===== src/rtl/spi_cnn_slave_param.sv =====
// SPI mode-0 slave that loads CNN image rows/weights, starts the CNN and reads back result/status.
// Word writes land 3 i_CLOCK cycles after the SPI rise; no backpressure (excess words are dropped, ovf set).
module spi_cnn_slave_param #(
    parameter int N_ROWS       = 8,
    parameter int ROW_WIDTH    = 8,
    parameter int N_WEIGHTS    = 9,
    parameter int WEIGHT_WIDTH = 8,
    parameter int RESULT_WIDTH = 4
) (
    input  logic                              i_CLOCK,
    input  logic                              i_RESET,
    input  logic                              i_SPI_Clk,
    input  logic                              i_SPI_CS_n,
    input  logic                              i_SPI_MOSI,
    output logic                              o_SPI_MISO,
    output logic                              o_SPI_MISO_oe,
    input  logic                              i_cnn_done,
    input  logic [RESULT_WIDTH-1:0]           i_cnn_result,
    output logic                              o_start_cnn,
    output logic [N_ROWS*ROW_WIDTH-1:0]       o_rows,
    output logic [N_ROWS-1:0]                 o_load,
    output logic [N_WEIGHTS*WEIGHT_WIDTH-1:0] o_weights
);

    localparam int SW0 = (ROW_WIDTH > WEIGHT_WIDTH) ? ROW_WIDTH : WEIGHT_WIDTH;
    localparam int SW  = (SW0 > 3) ? SW0 : 3;
    localparam int CW  = $clog2(SW + 1);
    localparam int RDW = (RESULT_WIDTH > 8) ? RESULT_WIDTH : 8;
    localparam int RPW = $clog2(N_ROWS + 1);
    localparam int WPW = $clog2(N_WEIGHTS + 1);

    localparam logic [2:0] IDLE     = 3'd0;
    localparam logic [2:0] OPCODE   = 3'd1;
    localparam logic [2:0] LOAD_IMG = 3'd2;
    localparam logic [2:0] LOAD_WGT = 3'd3;
    localparam logic [2:0] READ     = 3'd4;
    localparam logic [2:0] DISCARD  = 3'd5;

    logic [1:0]                        r_sclk_sync;
    logic [1:0]                        r_cs_sync;
    logic [1:0]                        r_mosi_sync;
    logic                              r_sclk_d;
    logic                              r_cs_d;
    logic [1:0]                        r_settle;
    logic                              r_armed;
    logic [2:0]                        r_state;
    logic [CW-1:0]                     r_bit_cnt;
    logic [SW-2:0]                     r_hist;
    logic [RPW-1:0]                    r_row_ptr;
    logic [WPW-1:0]                    r_wgt_ptr;
    logic [N_ROWS*ROW_WIDTH-1:0]       r_rows;
    logic [N_WEIGHTS*WEIGHT_WIDTH-1:0] r_weights;
    logic [N_ROWS-1:0]                 r_load;
    logic                              r_start;
    logic [RESULT_WIDTH-1:0]           r_result;
    logic                              r_busy;
    logic                              r_done;
    logic                              r_ovf;
    logic [RDW-1:0]                    r_rd_shift;
    logic                              r_oe;

    logic          w_sclk;
    logic          w_cs_n;
    logic          w_mosi;
    logic          w_rise;
    logic          w_fall;
    logic          w_cs_fall;
    logic          w_cs_rise;
    logic [SW-1:0] w_word;
    logic [2:0]    w_opcode;
    logic [7:0]    w_status;

    assign w_sclk    = r_sclk_sync[1];
    assign w_cs_n    = r_cs_sync[1];
    assign w_mosi    = r_mosi_sync[1];
    assign w_rise    = w_sclk & ~r_sclk_d;
    assign w_fall    = ~w_sclk & r_sclk_d;
    // A frame may only start once CS_n has been seen high with the synchronizer flushed after reset.
    assign w_cs_fall = r_armed & ~w_cs_n & r_cs_d;
    assign w_cs_rise = w_cs_n & ~r_cs_d;
    assign w_word    = {r_hist, w_mosi};
    assign w_opcode  = w_word[2:0];
    assign w_status  = {5'b0, r_ovf, r_done, r_busy};

    always_ff @(posedge i_CLOCK) begin
        if (i_RESET) begin
            r_sclk_sync <= 2'b00;
            r_cs_sync   <= 2'b11;
            r_mosi_sync <= 2'b00;
            r_sclk_d    <= 1'b0;
            r_cs_d      <= 1'b1;
            r_settle    <= 2'd0;
            r_armed     <= 1'b0;
            r_state     <= IDLE;
            r_bit_cnt   <= '0;
            r_hist      <= '0;
            r_row_ptr   <= '0;
            r_wgt_ptr   <= '0;
            r_rows      <= '0;
            r_weights   <= '0;
            r_load      <= '0;
            r_start     <= 1'b0;
            r_result    <= '0;
            r_busy      <= 1'b0;
            r_done      <= 1'b0;
            r_ovf       <= 1'b0;
            r_rd_shift  <= '0;
            r_oe        <= 1'b0;
        end else begin
            r_sclk_sync <= {r_sclk_sync[0], i_SPI_Clk};
            r_cs_sync   <= {r_cs_sync[0], i_SPI_CS_n};
            r_mosi_sync <= {r_mosi_sync[0], i_SPI_MOSI};
            r_sclk_d    <= w_sclk;
            r_cs_d      <= w_cs_n;
            if (r_settle != 2'd3) begin
                r_settle <= r_settle + 2'd1;
            end else if (w_cs_n) begin
                r_armed <= 1'b1;
            end
            r_load  <= '0;
            r_start <= 1'b0;

            if (w_cs_rise) begin
                r_state <= IDLE;
                r_oe    <= 1'b0;
            end else begin
                case (r_state)
                    IDLE: begin
                        if (w_cs_fall) begin
                            r_state   <= OPCODE;
                            r_bit_cnt <= '0;
                            r_row_ptr <= '0;
                            r_wgt_ptr <= '0;
                        end
                    end
                    OPCODE: begin
                        if (w_rise) begin
                            r_hist <= w_word[SW-2:0];
                            if (r_bit_cnt == CW'(2)) begin
                                r_bit_cnt <= '0;
                                case (w_opcode)
                                    3'b000: r_state <= LOAD_IMG;
                                    3'b001: r_state <= LOAD_WGT;
                                    3'b010: begin
                                        r_state <= DISCARD;
                                        if (!r_busy) begin
                                            r_start <= 1'b1;
                                            r_busy  <= 1'b1;
                                            r_done  <= 1'b0;
                                        end
                                    end
                                    3'b011: begin
                                        r_state    <= READ;
                                        r_oe       <= 1'b1;
                                        r_rd_shift <= RDW'(r_result) << (RDW - RESULT_WIDTH);
                                        r_done     <= 1'b0;
                                    end
                                    3'b100: begin
                                        r_state    <= READ;
                                        r_oe       <= 1'b1;
                                        r_rd_shift <= RDW'(w_status) << (RDW - 8);
                                        r_ovf      <= 1'b0;
                                    end
                                    default: r_state <= DISCARD;
                                endcase
                            end else begin
                                r_bit_cnt <= r_bit_cnt + CW'(1);
                            end
                        end
                    end
                    LOAD_IMG: begin
                        if (w_rise) begin
                            r_hist <= w_word[SW-2:0];
                            if (r_bit_cnt == CW'(ROW_WIDTH - 1)) begin
                                r_bit_cnt <= '0;
                                if (r_row_ptr < RPW'(N_ROWS)) begin
                                    r_rows[int'(r_row_ptr)*ROW_WIDTH +: ROW_WIDTH] <= w_word[ROW_WIDTH-1:0];
                                    r_load    <= N_ROWS'(1) << r_row_ptr;
                                    r_row_ptr <= r_row_ptr + RPW'(1);
                                end else begin
                                    r_ovf   <= 1'b1;
                                    r_state <= DISCARD;
                                end
                            end else begin
                                r_bit_cnt <= r_bit_cnt + CW'(1);
                            end
                        end
                    end
                    LOAD_WGT: begin
                        if (w_rise) begin
                            r_hist <= w_word[SW-2:0];
                            if (r_bit_cnt == CW'(WEIGHT_WIDTH - 1)) begin
                                r_bit_cnt <= '0;
                                if (r_wgt_ptr < WPW'(N_WEIGHTS)) begin
                                    r_weights[int'(r_wgt_ptr)*WEIGHT_WIDTH +: WEIGHT_WIDTH] <= w_word[WEIGHT_WIDTH-1:0];
                                    r_wgt_ptr <= r_wgt_ptr + WPW'(1);
                                end else begin
                                    r_ovf   <= 1'b1;
                                    r_state <= DISCARD;
                                end
                            end else begin
                                r_bit_cnt <= r_bit_cnt + CW'(1);
                            end
                        end
                    end
                    READ: begin
                        // Zero fill means MISO naturally drives 0 once the word is exhausted.
                        if (w_fall) begin
                            r_rd_shift <= r_rd_shift << 1;
                        end
                    end
                    default: ;
                endcase
            end

            if (i_cnn_done) begin
                r_result <= i_cnn_result;
                r_busy   <= 1'b0;
                r_done   <= 1'b1;
            end
        end
    end

    assign o_SPI_MISO    = r_oe & r_rd_shift[RDW-1];
    assign o_SPI_MISO_oe = r_oe;
    assign o_start_cnn   = r_start;
    assign o_rows        = r_rows;
    assign o_load        = r_load;
    assign o_weights     = r_weights;

endmodule


===== config.mk =====
export PLATFORM = sky130hd
export DESIGN_NAME = spi_cnn_slave_param
export DESIGN_NICKNAME = d
export VERILOG_FILES = /design/src/rtl/spi_cnn_slave_param.sv
export SDC_FILE = /design/constraint.sdc
export NUM_CORES = 1
export LEC_CHECK = 0
export CELL_PAD_IN_SITES_DETAIL_PLACEMENT = 0
export CELL_PAD_IN_SITES_GLOBAL_PLACEMENT = 1
export CORE_ASPECT_RATIO = 1.1
export CORE_MARGIN = 2
export CORE_UTILIZATION = 25
export CTS_CLUSTER_DIAMETER = 120
export DETAILED_ROUTE_END_ITERATION = 12
export PLACE_DENSITY_LB_ADDON = 0.1
export SLEW_MARGIN = 15
export SYNTH_ARGS = -nofsm -noshare
export SYNTH_HDL_FRONTEND = slang
export SYNTH_SLANG_ARGS = --single-unit
export TNS_END_PERCENT = 20

===== constraint.sdc =====
create_clock -name i_CLOCK -period 2.4 [get_ports i_CLOCK]
set_input_delay 0.6 -clock i_CLOCK [delete_from_list [all_inputs] [get_ports i_CLOCK]]
set_output_delay 0.6 -clock i_CLOCK [all_outputs]
set_load 0.02 [all_outputs]

== Word-level counts from Yosys, hierarchy flattened ==
Cells that the tools add are included.
Widths: inputs -> output; s select.
Operators by class
  $add $sub $neg: 6
  magnitude comparators: 2
  equal/unequal tests: 28
  shift-type cells: 5
  muxes and demuxes: 50
  bitwise logic cells: 19
  reductions and logical operators: 32
Operator list (number)
  $bwmux 72: 1
  $shift 8x33->72 const A: 1
  $shiftx 8x33->72: 1
  $neg 7->33: 2
  $bwmux 64: 1
  $shift 8x33->64 const A: 1
  $shiftx 8x33->64: 1
  $mux 4: 11
  $pmux 8 s2: 2
  $ne 2x2->1 const B: 14
  $mux 3: 9
  $mux 8: 3
  $reduce_and 6->1: 4
  $reduce_and 5->1: 4
  $mux 1: 16
  $pmux 4 s2: 2
  $not 1->1: 13
  $add 4x1->4 const B: 3
  $eq 3x2->1 const B: 4
  $pmux 3 s4: 1
  $pmux 4 s3: 1
  $reduce_bool 2->1: 6
  $reduce_or 6->1: 2
  $reduce_and 11->1: 1
  23 further kinds: 38
Word-level totals
  register bits: 194
  output and inout bits: 147
  logic and storage cells: 164

== Depth between registers and ports, before layout ==
Gate-level depths: netlist of the first run.
  depth in word-level cells: 7
  mapped depth: 10
  depth with buffers taken out: 7

== Worst setup path before layout of the first run ==
OpenSTA, ideal clock, no wires.
  path type: register to register
  start point: register r_wgt_ptr[0]
  end point: register r_weights[3], in the netlist o_weights[3]
  library setup time: 70 ps
  arrival time: 2526 ps
  slack: -197 ps
  stages on the path, launching flop included: 10
  cell sequence: dfxtp_1 -> clkbuf_1 -> inv_1 -> ha_1 -> clkbuf_1 -> or4_1 -> nor4_1 -> nor4b_4 -> nand3_1 -> a21oi_1
Between the ends
  cells in the longest elaborated chain, start to end: 3
  elaborated cells between the ends (all ways): 6
RTL lines
  start, declared: line 50  | logic [WPW-1:0] r_wgt_ptr;
  start signal, assigned: line 196  | r_wgt_ptr <= r_wgt_ptr + WPW'(1);
  $neg 7->33: line 195  | r_weights[int'(r_wgt_ptr)*WEIGHT_WIDTH +: WEIGHT_WIDTH] <= w_word[WEIGHT_WIDTH-1:0];
  $shiftx 8x33->72 / $shift 8x33->72 (equally long branches): line 195
  $bwmux 72: line 195
  end signal, assigned by index: line 195
  end, declared: line 52  | logic [N_WEIGHTS*WEIGHT_WIDTH-1:0] r_weights;
Several ways; a longest one is shown, not always the timed one.
A chain may end at the register's enable or synchronous reset.

== Worst setup path in the final report of the first run ==
  start point: register r_row_ptr[0]
  end point: register r_rows[0], in the netlist o_rows[0]
Between the ends
  cells in the longest elaborated chain, start to end: 3
  elaborated cells between the ends (all ways): 6
RTL lines
  start, declared: line 49  | logic [RPW-1:0] r_row_ptr;
  start signal, assigned: line 179  | r_row_ptr <= r_row_ptr + RPW'(1);
  $neg 7->33: line 177  | r_rows[int'(r_row_ptr)*ROW_WIDTH +: ROW_WIDTH] <= w_word[ROW_WIDTH-1:0];
  $shiftx 8x33->64 / $shift 8x33->64 (equally long branches): line 177
  $bwmux 64: line 177
  end signal, assigned by index: line 177
  end, declared: line 51  | logic [N_ROWS*ROW_WIDTH-1:0] r_rows;
Several ways; a longest one is shown, not always the timed one.

==> summary.txt, run 1 <==
status -> finished clean
final instance area -> 0.0111 mm²
Final ANT Viol Nets -> 0
CTS Root Cell -> clkbuf_16
worst skew pair latency -> 440 ps
count of buffers from port buffering -> 156
pre-CTS setup slack -> 100 ps
Max-slew headroom -> 57.2%
Final Hold Fails -> 0
Post-Synth Simple-Gate Area -> 26.9%
post-placement cell count -> 1489
Post-Layout Cell Count -> 1521
Hold Crit Start -> r_cs_sync[0]$_SDFF_PP1_
via/cell ratio -> 4.59
cts bufs inserted -> 17
# hold bufs at CTS -> 0
die height -> 193 µm
CP Class -> flip-flop to flip-flop
die area -> 0.0338 mm²
synthesized area per cell -> 8.96 µm²
# setup viols final -> 0
final WL -> 27100 µm
Routed wire per std cell -> 17.8 µm
P_leak -> 3.87 nW
GR Util met3 -> 4.00%
Reg area -> 0.00388 mm²
multiplexer area fraction after synthesis -> 7.05%
Post CTS Setup Buffer Count -> 0
CTS tree -> done
maxcap violations -> 0
Placed Area -> 0.0105 mm²
Top-Level Pins -> 157
H-tree levels -> 4
R2R Setup Slk -> 200 ps
Synth Area in Compound Gates -> 11.6%
ys async rst share -> 0%
Syn Nets -> 924
grt met2 use -> 24.8%
vias in the first global route -> 6886
Total Power -> 6.35 mW
largest net degree at the start of global routing -> 65
crit path from -> r_row_ptr[0]$_SDFFE_PP0P_
Final Max Tran Viols -> 0
Final WS setup -> 196 ps
initial core utilization -> 25.2%
layout cell share with drive strength beyond 1 -> 11.1%
setup TNS -> 0 ps
ys flop type -> dfxtp_1
CP arrival -> 2520 ps
Global Route Usage Sum -> 16.1%
via count -> 6980
VDD IR-drop max -> 0.000326 V
Worst Tran Pin Value -> 641 ps
cells after synthesis -> 903
final core utilization -> 34.5%
busiest layer in global routing -> met2
RR Startpoint -> r_row_ptr[0]$_SDFFE_PP0P_
PwrDens -> 574 mW/mm²
initial antenna violation count -> 0
nets -> 1103
Crit path required time -> 2720 ps
site row count -> 69
synthesis warning total -> 0
gr ovfl total -> 0
register area share after synthesis -> 48.0%
DR pass1 iterations -> 5
gpl congestion -> 0.773
post-cts resize count -> 0
reg2reg end -> o_rows[0]$_SDFFE_PP0P_
number of unique standard cell types used by synthesis -> 62
synthesized area -> 0.00809 mm²
first-pass GRT wire length -> 41700 µm
largest family of logic cells by synthesized area -> simple AND/OR/NAND/NOR gates
Worst Setup End Kind -> flip-flop
Seq cells post-synth -> 194
multi-input combinational cell area -> 0.00391 mm²
residual DRC count -> 0
CP startpoint kind -> flip-flop
CTS max path bufs -> 2
met1 usage -> 22.2%
Reg clk slew, reported paths -> 70 ps
Post-Synth Adder-Cell Area -> 1.70%
post-layout minimum cycle time -> 2200 ps
crit path capture -> o_rows[0]$_SDFFE_PP0P_
Hold WC Path Type -> flip-flop to flip-flop
Peak Freq -> 454 MHz
RSZ-0062 raised after global routing -> no
CP max FO -> 15
ANT cells -> 0
final hold slack -> 429 ps
most common cell after layout, fill and taps aside -> dfxtp_1
fillers -> 3385
area delta synth->final -> 36.8%
Post-DP HPWL -> 18700 µm
Core ar. -> 0.0321 mm²
period utilization -> 91.8%
commonest cells after routing, fill and taps aside -> 193 x dfxtp_1, 155 x clkdlybuf4s50_1, 95 x nand2_1
initial DRC count -> 489
# clock sinks -> 194
Die Wd -> 176 µm
FF-to-FF path depth -> 8
Post-synth EDFFs -> 0
Post-Synth XOR/XNOR Area -> 0.757%
skew final -> 11.0 ps
## logic make-up after synthesis
group | Yosys count
adder cells (fa/ha/maj) | 11
AO/OA/AOI/OAI | 156
flip-flops | 194
AND/OR/NAND/NOR | 400
buffers and inverters | 78
XOR/XNOR | 7
multiplexers | 57
## power by group
group,switching [mW],internal (mW),leakage [nW]
logic,0.120,0.0810,2.02
clock network,1.40,1.50,0.289
registers,0.0155,3.24,1.57
total,1.54,4.82,3.87
## sequential cells by signal, indices dropped and copies added, names as in the netlist, 3 cells and up
signal,cells
r_wgt_ptr,4
r_row_ptr,4
r_state,3
r_result,4
o_rows,64
r_bit_cnt,4
r_hist,7
o_load,8
r_rd_shift,8
o_weights,72
## synth_stat cells (3+ instances only)
cell        n  area, µm²
or3_1       5       31.3
nor2b_1    10       62.6
or4_1       3       22.5
and2_1     17        106
nor2_1     89        334
a21o_1      3       22.5
a211oi_1    8       60.1
xor2_1      4       35.0
inv_1      16       60.1
xnor2_1     3       26.3
ha_1       11        138
nand2b_1   23        144
nand3_1    42        210
o21ai_0    43        215
nor4_2      4       50.1
nor4_1      3       18.8
mux2i_1    57        571
and4_1      4       35.0
nor3b_1     6       45.0
nand4_1    19        119
a22oi_1     6       45.0
o31ai_1     4       30.0
or2_2       4       25.0
nor3_1     10       50.1
nand3b_1   51        383
and3_1      3       18.8
buf_2      12       60.1
a21oi_1    70        350
dfxtp_1   194       3880
clkbuf_1   45        169
nand2_1    95        357
## worst max-delay path, stage by stage (launching register included)
cell and delay (ps):
dfxtp_1 310, inv_1 70, ha_1 240, or3b_1 410, or3_4 360, a2111oi_4 200
buf_4 240, mux2i_1 190, nor2_1 50
## area by class of cell
| type | count | area share, % |
|---|---|---|
| clock inverters | 14 | 1.36 |
| inverters | 16 | 0.542 |
| clock buffers | 18 | 3.97 |
| repair buffers | 222 | 18.9 |
| well taps | 426 | 4.81 |
| flip-flops and latches | 194 | 35.1 |
| multi-input cells | 631 | 35.3 |
## metal layers
metal | wire length (µm) | vias up
met5 | 0 | -
met4 | 333 | 0
met3 | 1440 | 23
met2 | 11900 | 144
met1 | 13500 | 3300
li1 | - | 3513
## how the worst min path moves through the flow
stage	endpoint	slack, ps	cells after the start
after floorplan	r_cs_sync[1]$_SDFF_PP1_	390	1
after global placement	r_cs_sync[1]$_SDFF_PP1_	410	1
after detailed placement	r_cs_sync[1]$_SDFF_PP1_	400	1
after CTS	r_cs_sync[1]$_SDFF_PP1_	440	1
after global routing	r_cs_sync[1]$_SDFF_PP1_	450	1
final	r_cs_sync[1]$_SDFF_PP1_	430	1
(Power assumes the default switching activity.)
==> run 2: changes to the inputs <==
- CORE_ASPECT_RATIO: 1.1 -> 0.7
==> run 2 against run 1 <==
Net effect:
- setup slack lost 13 ps
- via count increased by 0.66%
- critical path depth unchanged
- die area hardly changed
- sequential cell count unchanged
- first-iteration DRC count down 6.5%
- sequential share of layout area is 0.19 points lower
- largest power group unchanged
- largest cell class unchanged
==> summary.txt, run 2 (synthesis gave the netlist of run 1 again) <==
routed wl met3 -> 1100 µm (-23%)
Worst Tran Pin Value -> 741 ps (+100 ps)
via count -> 7026 (+0.66%)
VDD IR-drop max -> 0.000358 V (+9.7%)
Placed Area -> 0.0105 mm² (+0.51%)
period utilization -> 92.4% (+0.54 points)
Max-slew headroom -> 50.5% (-6.7 points)
Hold WC Path Type -> flip-flop to flip-flop
count of buffers from port buffering -> 156 (unchanged)
Hold Crit Start -> r_cs_sync[0]$_SDFF_PP1_
# clock sinks -> 194 (unchanged)
Reg clk slew, reported paths -> 70 ps (about the same)
Final ANT Viol Nets -> 0 (unchanged)
final instance area -> 0.0111 mm² (+0.57%)
H-tree levels -> 4 (unchanged)
CP Class -> flip-flop to flip-flop
gr ovfl total -> 0 (unchanged)
CTS Root Cell -> clkbuf_16
final hold slack -> 413 ps (-15.6 ps)
pre-CTS setup slack -> 87.3 ps (-13.2 ps)
site row count -> 55 (-20%)
initial DRC count -> 457 (-6.5%)
Routed wire per std cell -> 17.9 µm (+0.13%)
gpl congestion -> 0.783 (+1.3%)
area delta synth->final -> 37.6%
Top-Level Pins -> 157 (unchanged)
die height -> 155 µm (-20%)
cts bufs inserted -> 17 (unchanged)
first-pass GRT wire length -> 41900 µm (+0.43%)
CP arrival -> 2590 ps (+70 ps)
Die Wd -> 219 µm (+25%)
RSZ-0062 raised after global routing -> yes
Post-DP HPWL -> 19200 µm (+2.6%)
largest net degree at the start of global routing -> 53 (-18%)
Final WS setup -> 183 ps (-13.0 ps)
residual DRC count -> 0 (unchanged)
status -> finished clean
most common cell after layout, fill and taps aside -> dfxtp_1
Final Hold Fails -> 0 (unchanged)
vias in the first global route -> 6769 (-1.7%)
CTS tree -> done
crit path from -> r_wgt_ptr[1]$_SDFFE_PP0P_
Worst Setup End Kind -> flip-flop
CTS max path bufs -> 2 (unchanged)
# setup viols final -> 0 (unchanged)
final WL -> 27300 µm (+0.53%)
wl on met1 -> 14200 µm (+5.6%)
metal2 WL -> 11700 µm (-1.3%)
post-layout minimum cycle time -> 2220 ps (+13.0 ps)
DR pass1 iterations -> 4 (-1)
ANT cells -> 0 (unchanged)
PwrDens -> 578 mW/mm² (+0.70%)
Final Max Tran Viols -> 0 (unchanged)
hold path depth -> 1 (unchanged)
CP max FO -> 8 (-7)
nets -> 1110 (+0.63%)
Peak Freq -> 451 MHz (-0.59%)
CP startpoint kind -> flip-flop
skew final -> 13.1 ps (+2.17 ps)
maxcap violations -> 0 (unchanged)
setup TNS -> 0 ps (unchanged)
die area -> 0.0339 mm² (about the same)
FF-to-FF path depth -> 8 (unchanged)
Crit path required time -> 2770 ps (+50 ps)
RR Startpoint -> r_wgt_ptr[1]$_SDFFE_PP0P_
initial core utilization -> 25.2% (+0.037 points)
final core utilization -> 34.7% (+0.25 points)
P_leak -> 3.91 nW (+1.1%)
via/cell ratio -> 4.60 (+0.26%)
Core ar. -> 0.0321 mm² (-0.15%)
Total Power -> 6.44 mW (+1.3%)
max reg flops -> 72 (unchanged)
worst skew pair latency -> 450 ps (about the same)
post-placement cell count -> 1497 (+0.54%)
layout cell share with drive strength beyond 1 -> 11.7% (+0.59 points)
Top Layer Used -> met4
Global Route Usage Sum -> 16.3% (+0.19 points)
initial antenna violation count -> 0 (unchanged)
commonest cells after routing, fill and taps aside -> 192 x dfxtp_1, 155 x clkdlybuf4s50_1, 95 x nand2_1
Post-Layout Cell Count -> 1527 (+0.39%)
## run 2: cell count changes in the layout (fill, tap and decap cells not counted), moves of 2 or more
cell,previous run,this run
clkinv_4,5,2
inv_8,3,0
clkbuf_8,1,3
buf_4,63,70
inv_6,1,3
## run 2: critical path, cell delays in order (launching register included)
cell,delay (ps)
dfxtp_2,360
nor3_1,190
ha_1,290
or4_1,480
nor4_4,180
nor4b_4,250
buf_6,160
nand3_1,80
a21oi_1,150
## run 2: final cells by class
class / instances / area [µm²]
fill: 3388 / 20900
multi-input combinational: 631 / 3920
sequential: 194 / 3890
timing repair buffer: 229 / 2150
tap: 427 / 534
clock buffer: 20 / 467
clock inverter: 10 / 124
inverter: 16 / 60.1
## run 2: what timing repair did
| action | CTS | global route |
|---|---|---|
| hold buffers | 0 | 0 |
| buffers inserted | 0 | 0 |
| hold endpoints to repair | 0 | 0 |
| setup endpoints to repair | 0 | 45 |
| gates resized for setup | 0 | 7 |
## run 2: routing by layer
layer,track usage (%),vias up
met5,0,-
met1,24.5,3348
li1,-,3521
met3,3.36,14
met2,23.5,143
met4,3.70,0
## run 2: final timing paths
kind,endpoint,slack [ps]
worst min-delay path,r_cs_sync[1]$_SDFF_PP1_,410
worst min register to register,r_cs_sync[1]$_SDFF_PP1_,410
worst max-delay path,o_weights[7]$_SDFFE_PP0P_,180
worst max register to register,o_weights[7]$_SDFFE_PP0P_,180
## run 2: where the power goes
group | switching, mW | internal (mW) | total, mW
sequential | 0.0175 | 3.24 | 3.25
clock | 1.36 | 1.62 | 2.98
combinational | 0.120 | 0.0849 | 0.205
==> run 3: changes to the inputs <==
- CORE_ASPECT_RATIO: 0.7 -> unset
==> run 3 against run 2 <==
Net effect:
- sequential power about the same
- power is 1.4% lower
- register-to-register slack lost 40 ps
- wire length rose by 1.3%
- worst hold slack better by 24 ps
- global-route usage up 0.32 points
- clock-buffer cell count shrank 1
- die area hardly changed
- clock power shrank 3%
- core utilization up 0.092 points
- via count down 1.4%
- critical path type unchanged
- largest cell class unchanged
- highest routed layer unchanged
==> summary.txt, run 3 (synthesis gave the netlist of run 1 again) <==
CP Class -> flip-flop to flip-flop
clock network power share -> 45.5% (-0.7 points)
Final Hold Fails -> 0 (unchanged)
PwrDens -> 574 mW/mm² (-0.59%)
CTS max path bufs -> 2 (unchanged)
maxcap violations -> 0 (unchanged)
skew final -> 18.6 ps (+5.46 ps)
Global Route Usage Sum -> 16.6% (+0.32 points)
initial core utilization -> 25.5% (+0.28 points)
final hold slack -> 437 ps (+24.0 ps)
routed wl met3 -> 1650 µm (+50%)
# clock sinks -> 194 (unchanged)
setup TNS -> 0 ps (unchanged)
CTS tree -> done
initial DRC count -> 401 (-12%)
final instance area -> 0.0110 mm² (-0.83%)
gr ovfl total -> 0 (unchanged)
Routed wire per std cell -> 18.5 µm (+3.3%)
Seq pwr share -> 51.3% (+0.7 points)
# hold bufs at CTS -> 0 (unchanged)
status -> finished clean
largest net degree at the start of global routing -> 64 (+21%)
Post-DP HPWL -> 19100 µm (-0.26%)
die height -> 184 µm (+19%)
hold path depth -> 1 (unchanged)
wl on met1 -> 13800 µm (-3.3%)
die area -> 0.0338 mm² (about the same)
Top Layer Used -> met4
via/cell ratio -> 4.63 (+0.58%)
vias in the first global route -> 6832 (+0.93%)
Hold WC Path Type -> flip-flop to flip-flop
CTS Root Cell -> clkbuf_16
Final WS setup -> 139 ps (-44.2 ps)
RSZ-0062 raised after global routing -> yes
critical path's largest stage delay -> 470 ps (about the same)
most common cell after layout, fill and taps aside -> dfxtp_1
Reg area -> 0.00388 mm² (about the same)
CP arrival -> 2650 ps (+60 ps)
CP startpoint kind -> flip-flop
Internal -> 4.83 mW (-2.3%)
period utilization -> 94.2% (+1.8 points)
area delta synth->final -> 36.4%
Worst Setup End Kind -> flip-flop
Total Power -> 6.34 mW (-1.4%)
Sw Ratio -> 23.8% (+0.65 points)
Logic pwr share -> 3.3% (about the same)
P_leak -> 3.86 nW (-1.2%)
VDD IR-drop max -> 0.000485 V (+36%)
commonest cells after routing, fill and taps aside -> 193 x dfxtp_1, 155 x clkdlybuf4s50_1, 95 x nand2_1
nets -> 1103 (-0.63%)
worst skew pair latency -> 450 ps (about the same)
Post CTS Setup Buffer Count -> 0 (unchanged)
cts bufs inserted -> 17 (unchanged)
Worst Tran Pin Value -> 617 ps (-124 ps)
post-cts resize count -> 0 (unchanged)
Final Max Tran Viols -> 0 (unchanged)
Final ANT Viol Nets -> 0 (unchanged)
site row count -> 65 (+18%)
first-pass GRT wire length -> 42400 µm (+1.2%)
Psw -> 1.51 mW (+1.4%)
metal2 WL -> 11900 µm (+1.1%)
CP max FO -> 8 (unchanged)
FF-to-FF path depth -> 8 (unchanged)
gpl congestion -> 0.792 (+1.2%)
Die Wd -> 184 µm (-16%)
count of buffers from port buffering -> 156 (unchanged)
H-tree levels -> 4 (unchanged)
layout cell share with drive strength beyond 1 -> 11.1% (-0.67 points)
Crit-path slowest cell -> or4_1
DR pass1 iterations -> 5 (+1)
pre-CTS setup slack -> 93.9 ps (+6.57 ps)
residual DRC count -> 0 (unchanged)
Placed Area -> 0.0104 mm² (-0.68%)
Crit path required time -> 2790 ps (+20 ps)
# setup viols final -> 0 (unchanged)
max reg flops -> 72 (unchanged)
final WL -> 27600 µm (+1.3%)
post-layout minimum cycle time -> 2260 ps (+44.2 ps)
via count -> 6928 (-1.4%)
multi-input combinational cell area -> 0.00391 mm² (-0.22%)
Reg clk slew, reported paths -> 70 ps (about the same)
fillers -> 3324 (-1.9%)
initial antenna violation count -> 0 (unchanged)
Peak Freq -> 442 MHz (-2.0%)
Core ar. -> 0.0317 mm² (-1.1%)
Top-Level Pins -> 157 (unchanged)
Max-slew headroom -> 58.8% (+8.3 points)
cells along the critical path -> nor3_1, ha_1, or4_1, nor4_4, nor4b_4, buf_6, nand3_1, a21oi_1
run 3: cell count changes in the layout (fill, tap and decap cells not counted), sizes merged:
cell / previous run / this run
bufinv: 2 / 1
diode: 0 / 1
clkinvlp: 2 / 3
buf: 74 / 67
inv: 19 / 21
clkbuf: 20 / 19
run 3: stage by stage:
| step | utilization, % | std cells |
|---|---|---|
| after floorplan | - | 903 |
| after global placement | 32.9 | 1465 |
| after detailed placement | 32.9 | 1465 |
| after CTS | 34.7 | 1496 |
| after global routing | 34.8 | 1496 |
| final | 34.8 | 1497 |
run 3: layout make-up:
cell class | count | share of cell area [%]
timing repair buffer | 222 | 19.1
clock buffer | 19 | 4.10
tap | 402 | 4.55
clock inverter | 12 | 1.12
sequential | 194 | 35.2
antenna | 1 | 0.0227
multi-input combinational | 631 | 35.4
inverter | 16 | 0.544
run 3: power groups by stage:
stage                     logic [mW]  clock network [mW]  registers, mW
after floorplan                0.135                   0           3.32
after global placement         0.208                   0           3.33
after detailed placement       0.207                   0           3.33
after CTS                      0.208                2.99           3.25
after global routing           0.228                3.11           3.26
final                          0.208                2.88           3.25
run 3: worst max-delay path, delay by kind of cell, from the launching register on:
family | cells | cell delay, ps
AO/OA/AOI/OAI | 1 | 160
AND/OR/NAND/NOR | 5 | 1250
adder cells (fa/ha/maj) | 1 | 270
buffers and inverters | 1 | 170
flip-flops | 1 | 340
run 3: final timing paths:
check / start / to / slack, ps
hold reg to reg: r_busy$_SDFFE_PP0P_ / o_start_cnn$_SDFF_PP0_ / 440
setup / recovery: r_wgt_ptr[0]$_SDFFE_PP0P_ / o_weights[5]$_SDFFE_PP0P_ / 140
hold / removal: r_busy$_SDFFE_PP0P_ / o_start_cnn$_SDFF_PP0_ / 440
setup reg to reg: r_wgt_ptr[0]$_SDFFE_PP0P_ / o_weights[5]$_SDFFE_PP0P_ / 140
run 3: per-layer routing:
| layer | vias to the layer above | track usage [%] |
|---|---|---|
| met5 | - | 0 |
| met4 | 0 | 4.74 |
| met3 | 13 | 4.58 |
| met2 | 163 | 24.8 |
| met1 | 3255 | 23.2 |
| li1 | 3497 | - |
